--- config.mk ---
export PLATFORM = sky130hd
export DESIGN_NAME = mm8_sequencer
export DESIGN_NICKNAME = d
export VERILOG_FILES = /design/src/rtl/mm_pkg.sv /design/src/rtl/mm_skid_fifo.sv /design/src/rtl/mm8_sequencer.sv
export SDC_FILE = /design/constraint.sdc
export NUM_CORES = 1
export LEC_CHECK = 0
export CORE_AREA = 8 8 298 300
export CTS_BUF_LIST = sky130_fd_sc_hd__clkbuf_8
export DETAILED_ROUTE_END_ITERATION = 16
export DIE_AREA = 0 0 306 308
export PLACE_DENSITY = 0.6
export SETUP_SLACK_MARGIN = 0.05
export SYNTH_ARGS = -nofsm -noshare
export SYNTH_HDL_FRONTEND = slang
export SYNTH_SLANG_ARGS = --single-unit
--- constraint.sdc ---
create_clock -name i_clk -period 14.8 [get_ports i_clk]
set_input_delay 2.96 -clock i_clk [delete_from_list [all_inputs] [get_ports i_clk]]
set_output_delay 2.96 -clock i_clk [all_outputs]
set_load 0.005 [all_outputs]
--- src/rtl/mm_pkg.sv ---
// Shared types and array geometry for the eight_x_eight host-side sequencer.
package mm_pkg;
    localparam int N              = 8;
    localparam int COMPUTE_CYCLES = 8;
    localparam int DRAIN_CYCLES   = 15;

    function automatic int max3(input int a, input int b, input int c);
        int m;
        m = (a > b) ? a : b;
        return (m > c) ? m : c;
    endfunction

    localparam int ROW_W = $clog2(N);
    // One phase counter serves LOAD, COMPUTE and DRAIN, so it is sized for the longest phase.
    localparam int CNT_W = $clog2(max3(N, COMPUTE_CYCLES, DRAIN_CYCLES)) + 1;
    localparam int RD_W  = $clog2(N) + 1;

    typedef logic [ROW_W-1:0] row_t;

    typedef enum logic [2:0] {
        IDLE,
        CLEAR,
        LOAD,
        COMPUTE,
        DRAIN,
        READ
    } state_t;
endpackage

--- src/rtl/mm_skid_fifo.sv ---
// Two-entry result FIFO between the array output buffer and the m_* stream.
module mm_skid_fifo #(
    parameter int W = 256
) (
    input  logic         i_clk,
    input  logic         i_rst,
    input  logic         i_push,
    input  logic [W-1:0] i_push_data,
    output logic         o_valid,
    input  logic         i_ready,
    output logic [W-1:0] o_data,
    output logic [1:0]   o_count
);
    logic [W-1:0] r_mem [2];
    logic         r_wr_ptr;
    logic         r_rd_ptr;
    logic [1:0]   r_count;
    logic         w_push;
    logic         w_pop;

    assign w_push  = i_push && (r_count != 2'd2);
    assign w_pop   = (r_count != 2'd0) && i_ready;
    assign o_valid = (r_count != 2'd0);
    assign o_data  = r_mem[r_rd_ptr];
    assign o_count = r_count;

    always_ff @(posedge i_clk) begin
        if (i_rst) begin
            r_mem[0] <= '0;
            r_mem[1] <= '0;
            r_wr_ptr <= 1'b0;
            r_rd_ptr <= 1'b0;
            r_count  <= 2'd0;
        end else begin
            if (w_push) begin
                r_mem[r_wr_ptr] <= i_push_data;
                r_wr_ptr        <= ~r_wr_ptr;
            end
            if (w_pop) begin
                r_rd_ptr <= ~r_rd_ptr;
            end
            case ({w_push, w_pop})
                2'b10:   r_count <= r_count + 2'd1;
                2'b01:   r_count <= r_count - 2'd1;
                default: r_count <= r_count;
            endcase
        end
    end
endmodule

--- src/rtl/mm8_sequencer.sv ---
// Host-side initiator: collects one A/B job, steps the systolic array through
// clear/load/compute/drain/read and streams the N result rows with backpressure.
module mm8_sequencer
    import mm_pkg::*;
#(
    parameter int DATA_WIDTH = 8,
    parameter int ACC_WIDTH  = 32
) (
    input  logic                         i_clk,
    input  logic                         i_rst,
    input  logic                         i_s_valid,
    output logic                         o_s_ready,
    input  logic signed [DATA_WIDTH-1:0] i_s_a [N],
    input  logic signed [DATA_WIDTH-1:0] i_s_b [N],
    output logic                         o_array_clr,
    output logic                         o_input_write,
    output logic [ROW_W-1:0]             o_row_ptr,
    output logic signed [DATA_WIDTH-1:0] o_a_in [N],
    output logic signed [DATA_WIDTH-1:0] o_b_in [N],
    output logic                         o_enable,
    output logic                         o_output_write,
    output logic                         o_output_read,
    input  logic signed [ACC_WIDTH-1:0]  i_c_out [N],
    output logic                         o_m_valid,
    input  logic                         i_m_ready,
    output logic signed [ACC_WIDTH-1:0]  o_m_c [N],
    output logic [ROW_W-1:0]             o_m_row,
    output logic                         o_m_last,
    output logic                         o_busy
);
    state_t                       r_state;
    state_t                       w_state_next;
    logic [CNT_W-1:0]             r_cnt;
    logic [RD_W-1:0]              r_rd_cnt;
    logic [RD_W-1:0]              r_out_cnt;
    logic                         r_input_write;
    logic                         r_rd_pend;
    row_t                         r_row_ptr;
    logic signed [DATA_WIDTH-1:0] r_a_in [N];
    logic signed [DATA_WIDTH-1:0] r_b_in [N];
    logic                         w_beat;
    logic                         w_pop;
    logic                         w_cnt_step;
    logic [1:0]                   w_fifo_count;
    logic [N*ACC_WIDTH-1:0]       w_c_flat;
    logic [N*ACC_WIDTH-1:0]       w_m_flat;

    assign w_beat = o_s_ready && i_s_valid;
    assign w_pop  = o_m_valid && i_m_ready;

    always_comb begin
        w_state_next   = r_state;
        o_s_ready      = 1'b0;
        o_array_clr    = 1'b0;
        o_enable       = 1'b0;
        o_output_write = 1'b0;
        o_output_read  = 1'b0;
        w_cnt_step     = 1'b0;
        case (r_state)
            IDLE: begin
                if (i_s_valid) w_state_next = CLEAR;
            end
            CLEAR: begin
                o_array_clr  = 1'b1;
                w_state_next = LOAD;
            end
            LOAD: begin
                o_s_ready  = 1'b1;
                w_cnt_step = i_s_valid;
                if (i_s_valid && r_cnt == CNT_W'(N - 1)) w_state_next = COMPUTE;
            end
            COMPUTE: begin
                // The last beat's input_write lands in the first COMPUTE cycle; hold enable off until it is done.
                o_enable   = !r_input_write;
                w_cnt_step = !r_input_write;
                if (w_cnt_step && r_cnt == CNT_W'(COMPUTE_CYCLES - 1)) w_state_next = DRAIN;
            end
            DRAIN: begin
                o_enable       = 1'b1;
                o_output_write = 1'b1;
                w_cnt_step     = 1'b1;
                if (r_cnt == CNT_W'(DRAIN_CYCLES - 1)) w_state_next = READ;
            end
            READ: begin
                // Rows already buffered plus the one still coming back from the array must fit in the FIFO.
                o_output_read = (r_rd_cnt != RD_W'(N)) &&
                                (({1'b0, w_fifo_count} + {2'b00, r_rd_pend}) < 3'd2);
                if (w_pop && r_out_cnt == RD_W'(N - 1)) w_state_next = IDLE;
            end
            default: w_state_next = IDLE;
        endcase
    end

    always_ff @(posedge i_clk) begin
        if (i_rst) begin
            r_state       <= IDLE;
            r_cnt         <= '0;
            r_rd_cnt      <= '0;
            r_out_cnt     <= '0;
            r_input_write <= 1'b0;
            r_rd_pend     <= 1'b0;
            r_row_ptr     <= '0;
        end else begin
            r_state       <= w_state_next;
            r_input_write <= w_beat;
            r_rd_pend     <= o_output_read;
            if (w_beat) r_row_ptr <= r_cnt[ROW_W-1:0];
            if (w_state_next != r_state) begin
                r_cnt <= '0;
            end else if (w_cnt_step) begin
                r_cnt <= r_cnt + CNT_W'(1);
            end
            if (r_state != READ) begin
                r_rd_cnt  <= '0;
                r_out_cnt <= '0;
            end else begin
                if (o_output_read) r_rd_cnt <= r_rd_cnt + RD_W'(1);
                if (w_pop) r_out_cnt <= r_out_cnt + RD_W'(1);
            end
        end
    end

    always_ff @(posedge i_clk) begin
        if (w_beat) begin
            r_a_in <= i_s_a;
            r_b_in <= i_s_b;
        end
    end

    for (genvar j = 0; j < N; j++) begin : g_pack
        assign w_c_flat[j*ACC_WIDTH +: ACC_WIDTH] = i_c_out[j];
        assign o_m_c[j] = w_m_flat[j*ACC_WIDTH +: ACC_WIDTH];
    end

    mm_skid_fifo #(
        .W(N * ACC_WIDTH)
    ) u_fifo (
        .i_clk      (i_clk),
        .i_rst      (i_rst),
        .i_push     (r_rd_pend),
        .i_push_data(w_c_flat),
        .o_valid    (o_m_valid),
        .i_ready    (i_m_ready),
        .o_data     (w_m_flat),
        .o_count    (w_fifo_count)
    );

    assign o_input_write = r_input_write;
    assign o_row_ptr     = r_row_ptr;
    assign o_a_in        = r_a_in;
    assign o_b_in        = r_b_in;
    assign o_m_row       = r_out_cnt[ROW_W-1:0];
    assign o_m_last      = o_m_valid && (r_out_cnt == RD_W'(N - 1));
    assign o_busy        = (r_state != IDLE);
endmodule

## Yosys cells after proc, flatten, opt, wreduce, memory -nomap -nowiden

Memory sizes are Yosys's and may differ from the RTL's. A register that Yosys moved wholly into a read port is not among the register bits.
Cells that the tools add are included.

| storage, ports and cells | value |
|---|---|
| logic and storage cells | 89 |
| latch bits | 0 |
| bits of input ports | 388 |
| memories | 1 |
| flip-flop bits (word level) | 153 |
| bits in read-only memories | 0 |
| output and inout port bits | 399 |
| memory bits (writable) | 512 |

Memory list:

| memory | depth | bits a word | read ports | clocked after memory_dff | wr ports | line | RTL |
|---|---|---|---|---|---|---|---|
| u_fifo.r_mem | 2 | 256 | 1 | 1 | 2 | mm_skid_fifo.sv:14 | `logic [W-1:0] r_mem [2];` |

| cells by class | value |
|---|---|
| shifts and indexed selects | 0 |
| reduce and logical (&&, ||, !) cells | 16 |
| bitwise logic cells | 2 |
| div/mod/pow operators | 0 |
| muxes and demuxes | 23 |
| $mul | 0 |
| $lt $le $gt $ge | 1 |
| eq/ne operators | 14 |
| add/subtract/negate cells | 6 |

Operators by type and width:

| kind | count |
|---|---|
| 256-bit 2-to-1 mux | 1 |
| 256-bit OR reduction | 1 |
| 3-bit case mux with 6 select lines | 1 |
| 3-bit 2-to-1 mux | 5 |
| 1-bit 2-to-1 mux | 13 |
| 4-bit by 1-bit adder with 4-bit output, second input constant | 2 |
| 1-bit logical AND | 8 |
| 3-bit by 2-bit == test with 1-bit output, second input constant | 2 |
| 3-bit == test, second input constant | 2 |
| 5-bit by 1-bit adder with 5-bit output, second input constant | 1 |
| 5-bit by 3-bit == test with 1-bit output, second input constant | 1 |
| 5-bit by 4-bit == test with 1-bit output, second input constant | 1 |
| 4-bit by 3-bit == test with 1-bit output, second input constant | 1 |
| 4-bit inequality test, second input constant | 1 |
| 2-bit case mux with 2 select lines | 1 |
| 2-bit nonzero test | 2 |
| 2-bit OR reduction | 2 |
| 2-bit by 1-bit adder with 3-bit output | 1 |
| 3-bit by 1-bit == test with 1-bit output, second input constant | 1 |
| 3-bit zero test | 1 |
| 3-bit by 2-bit less-than comparator with 1-bit output, second input constant | 1 |
| 3-bit inequality test | 1 |
| 3-bit inequality test, second input constant | 1 |
| 1-bit case mux with 3 select lines | 1 |
| other kinds (9) | 10 |

## Depth between registers and ports, before layout

| depth | value |
|---|---|
| depth after elaboration | 7 |
| mapped depth | 7 |
| depth with buffers taken out | 7 |

## Modules after synthesis

Synthesis repeated with hierarchy kept, for this count alone.

| second synthesis, totals | value |
|---|---|
| cells, all modules | 1927 |
| area, all modules | 27726.6 um^2 |

By module, submodules not included:

| module | seq. area each (um^2) | area each (um^2) | cells an instance | instances |
|---|---|---|---|---|
| mm_skid_fifo | 15474.8 | 22730.6 | 1674 | 1 |
| mm8_sequencer | 4264.1 | 4996.0 | 253 | 1 |

## Worst setup path before layout

Ideal clock, no wire load.

| timing | value |
|---|---|
| kind | register to register |
| start point | register u_fifo.r_count[0] (netlist: u_fifo.o_count[0]) |
| end point | memory u_fifo.r_mem[0][0] (enable) |
| period minus slack after synthesis | 13275 ps |
| cell stages (with the launch flop) | 3 |
| path slack | 1525 ps |
| arrival | 12348 ps |
| library setup time | 927 ps |
| data required time | 13873 ps |
| buffers on the path | 0 |
| cells stage by stage | dfxtp_1 > o21ai_2 > o21bai_1 |

RTL lines:

| what | line | RTL |
|---|---|---|
| start: declaration | mm_skid_fifo.sv:17 | `logic [1:0] r_count;` |
| start signal: assignment | mm_skid_fifo.sv:43 | `2'b10: r_count <= r_count + 2'd1;` |
| start signal: assignment | mm_skid_fifo.sv:44 | `2'b01: r_count <= r_count - 2'd1;` |
| start signal: assignment | mm_skid_fifo.sv:45 | `default: r_count <= r_count;` |
| end: declaration | mm_skid_fifo.sv:14 |  |

==> reports/results.md <==
- dominant synthesized flop cell: sky130_fd_sc_hd__edfxtp_1
- switching power summed over all nets: 0.863 mW
- power density over the cells: 104 nW/um^2
- Setup crit start kind: register
- Int Pwr: 3.10 mW
- total clock buffers created by CTS: 112
- overall die width: 306 um
- overflow left after global routing: 0
- # H-tree levels: 3
- worst vdd ir: 0.0000652 V
- sequential share of the synthesized area: 73.0%
- Setup TNS: 0 ns
- largest fanout of any net on the critical path: 151
- part of the total power dissipated in the clock network: 38.7%
- Worst Skew: 0.0429 ns
- max-slew headroom at the worst pin: 24.4%
- number of storage elements in the synthesis netlist: 666
- Post-Synthesis Cell Area: 27000 um^2
- post-route cell area: 38100 um^2
- wire per inst: 23.0 um
- vias in the first global route: 17594
- total of endpoints with negative setup slack in the final report: 0
- switching share of power: 21.8%
- maximum number of pins on one net before global-route repair: 152
- Vias per Instance: 4.51
- total number of vias: 16467
- estimated wirelength of the detail-placed design: 59000 um
- cell type with the highest aggregate area in the netlist: sky130_fd_sc_hd__edfxtp_1
- clock transition time at the flip-flop clock pins of the worst setup and hold paths: 0.06 ns
- first-pass GRT wire length: 119000 um
- result of the run: finished clean
- Synth top area share: 71.1%
- fraction of power consumed by sequential logic: 54.2%
- number of hold violations in the final report: 0
- power consumption: 3.96 mW
- Post-route DRC: 0
- later-pin clock latency in the skew report: 0.72 ns
- global router's overall resource usage: 17.0%
- final cell utilization of the core: 45.2%
- pin slew with the least headroom to its limit: 1.13 ns
- WL final: 84000 um
- total of fill cells in the finished design: 7449
- library cells used by synthesis: 45
- gp weighted congestion: 0.799
- final antenna-violating net count: 0
- buffers inserted by post-CTS timing repair: 0
- dominant cells by area after synthesis: sky130_fd_sc_hd__edfxtp_1 (71%), sky130_fd_sc_hd__and2_1 (12%), sky130_fd_sc_hd__mux2_2 (11%)
- number of enable flip-flop cells after synthesis: 640
- Die Outline Area: 94200 um^2
- critical path class: register to output pin
- antenna violations before repair: 18
- initial core utilization: 32.1%
- setup repair after global routing missed its margin: no
- clk root buf: sky130_fd_sc_hd__clkbuf_8
- count of boundary I/O pins: 787
- Initial DRC Count: 928
- maximum operating frequency: 156 MHz
- element type at the critical path end: output pin
- Critical Path AT: 3.45 ns
- number of maximum-capacitance constraint violations: 0
- maximum clock insertion buffer count: 3
- Async SR Flop Fraction: 0%
- nets in the synthesized netlist: 2036
- clock period minus final worst setup slack: 6.41 ns
- standard cell area after detailed placement: 36000 um^2
- post-cts resize count: 0
- required time of the critical path: 11.84 ns
- IO Port Bufs: 786
- growth of design area from synthesis to finish: 41.0%
- number of instances in the synthesized netlist: 1642
- share of the clock period used by the worst path: 43.3%
- number of max-slew violations in the final report: 0
- Die Height: 308 um
- yosys warns: 0
- Leak: 13.8 nW
- logic gate share of total power: 7.2%
- Sinks on Clock Net: 666
- Synth Area per Inst: 16.5 um^2
- core box area: 84200 um^2
- final net count: 2859
- clock tree from TritonCTS: yes
- worst hold path class: register to register
- ratio of cells with drive above 1 in the final layout: 16.7%
- hold buffers post-CTS: 0
- DRT Pass-1 Iters: 4
- # rows: 107
-- final timing paths --
check	to	cells past startpoint	slack, ns	startpoint
setup reg to reg	u_fifo.r_mem[1][109]	6	11.04	u_fifo.o_count[0]
setup / recovery	o_m_c[121]	3	8.39	register
hold / removal	o_row_ptr[2]	2	0.49	o_row_ptr[2]
hold reg to reg	o_row_ptr[2]	2	0.49	o_row_ptr[2]
-- synth_stat cells (2+ instances only) --
cell type and count:
sky130_fd_sc_hd__edfxtp_1 640, sky130_fd_sc_hd__and2_1 512, sky130_fd_sc_hd__mux2_2 256, sky130_fd_sc_hd__clkbuf_1 36, sky130_fd_sc_hd__buf_2 26, sky130_fd_sc_hd__dfxtp_1 26
sky130_fd_sc_hd__nor2_1 25, sky130_fd_sc_hd__clkbuf_2 24, sky130_fd_sc_hd__xor2_1 11, sky130_fd_sc_hd__inv_1 8, sky130_fd_sc_hd__nand2_1 8, sky130_fd_sc_hd__ha_1 6
sky130_fd_sc_hd__a21oi_1 5, sky130_fd_sc_hd__buf_4 5, sky130_fd_sc_hd__mux2i_1 4, sky130_fd_sc_hd__nor2b_1 4, sky130_fd_sc_hd__or2_2 4, sky130_fd_sc_hd__o2111ai_1 3
sky130_fd_sc_hd__o21ai_0 3, sky130_fd_sc_hd__xnor2_1 3, sky130_fd_sc_hd__a311o_1 2, sky130_fd_sc_hd__nand2b_1 2, sky130_fd_sc_hd__nand3_1 2, sky130_fd_sc_hd__nand3b_1 2
sky130_fd_sc_hd__nand4_1 2, sky130_fd_sc_hd__nor3_1 2, sky130_fd_sc_hd__nor3b_2 2, sky130_fd_sc_hd__o21bai_1 2
-- placed cells by master (no fill, tap or decap), types with 2 or more instances in the layout --
cell | synthesis | final
sky130_fd_sc_hd__ha_1 | 6 | 6
sky130_fd_sc_hd__diode_2 | 0 | 13
sky130_fd_sc_hd__o2111ai_1 | 3 | 3
sky130_fd_sc_hd__xor2_1 | 11 | 11
sky130_fd_sc_hd__nand3b_1 | 2 | 2
sky130_fd_sc_hd__a21oi_1 | 5 | 5
sky130_fd_sc_hd__buf_4 | 5 | 12
sky130_fd_sc_hd__buf_12 | 0 | 3
sky130_fd_sc_hd__or2_2 | 4 | 3
sky130_fd_sc_hd__bufinv_16 | 0 | 4
sky130_fd_sc_hd__clkinv_2 | 0 | 11
sky130_fd_sc_hd__clkdlybuf4s50_1 | 0 | 786
sky130_fd_sc_hd__o21ai_0 | 3 | 3
sky130_fd_sc_hd__nand3_1 | 2 | 2
sky130_fd_sc_hd__clkbuf_8 | 0 | 117
sky130_fd_sc_hd__clkinvlp_4 | 0 | 5
sky130_fd_sc_hd__and2_1 | 512 | 512
sky130_fd_sc_hd__clkinv_1 | 0 | 31
sky130_fd_sc_hd__nand2b_1 | 2 | 2
sky130_fd_sc_hd__inv_1 | 8 | 35
sky130_fd_sc_hd__a311o_1 | 2 | 2
sky130_fd_sc_hd__xnor2_1 | 3 | 3
sky130_fd_sc_hd__nand2_1 | 8 | 8
sky130_fd_sc_hd__nor2_1 | 25 | 25
sky130_fd_sc_hd__edfxtp_1 | 640 | 640
sky130_fd_sc_hd__mux2i_1 | 4 | 4
sky130_fd_sc_hd__mux2_2 | 256 | 256
sky130_fd_sc_hd__dfxtp_1 | 26 | 25
sky130_fd_sc_hd__nor2b_1 | 4 | 4
sky130_fd_sc_hd__nand4_1 | 2 | 2
-- layout make-up --
cell class | instances | area, um^2 | area share [%]
timing repair buffer | 801 | 8020 | 21.0
antenna | 13 | 32.5 | 0.0854
inverter | 8 | 30.0 | 0.0788
sequential | 666 | 19700 | 51.8
tap | 1090 | 1360 | 3.58
multi-input combinational | 876 | 6870 | 18.0
clock inverter | 79 | 439 | 1.15
clock buffer | 117 | 1610 | 4.23
-- worst max-delay path: stages, from the launching register on --
cell and delay (ns):
sky130_fd_sc_hd__dfxtp_4 0.80, sky130_fd_sc_hd__buf_12 0.60, sky130_fd_sc_hd__mux2_2 0.44, sky130_fd_sc_hd__clkdlybuf4s50_1 0.53
-- registers in the layout, summed over array words and instances (netlist names), 3 cells and up, named ones only --
signal	count
r_cnt	5
u_fifo.r_mem	512
r_rd_cnt	4
o_row_ptr	3
o_b_in	64
o_a_in	64
r_state	3
r_out_cnt	4
-- logic make-up after synthesis --
group / Yosys count / synth area share [%]
simple gates: 574 / 13.1
fa+ha+maj: 6 / 0.278
mux: 260 / 10.8
xor+xnor: 14 / 0.454
flops: 666 / 73.0
buf+inv: 100 / 1.69
compound gates: 22 / 0.648
-- per-layer routing --
layer | wire, um | GRT usage [%] | vias to the layer above
met3 | 6560 | 6.03 | 172
li1 | - | - | 7576
met1 | 30800 | 18.3 | 8137
met2 | 43300 | 30.0 | 576
met4 | 3320 | 7.59 | 6
met5 | 34 | 0 | -
-- stage by stage --
step	worst slack, ns	hold WS, ns	std cells
after detailed placement	7.78	0.484	3441
after global routing	8.22	0.519	3649
after floorplan	1.53	0.467	1642
final	8.39	0.491	3650
after global placement	7.88	0.483	3441
after CTS	8.31	0.502	3637
-- power by group through the flow --
stage / Sequential (mW) / Combinational [mW] / Clock (mW)
6_report: 2.14 / 0.283 / 1.53
3_5_place_dp: 2.18 / 0.287 / 0
2_1_floorplan: 2.20 / 0.0610 / 0
5_1_grt: 2.15 / 0.301 / 1.67
4_1_cts: 2.14 / 0.289 / 1.59
3_3_place_gp: 2.18 / 0.285 / 0
Power figures use the tool's default switching activity.
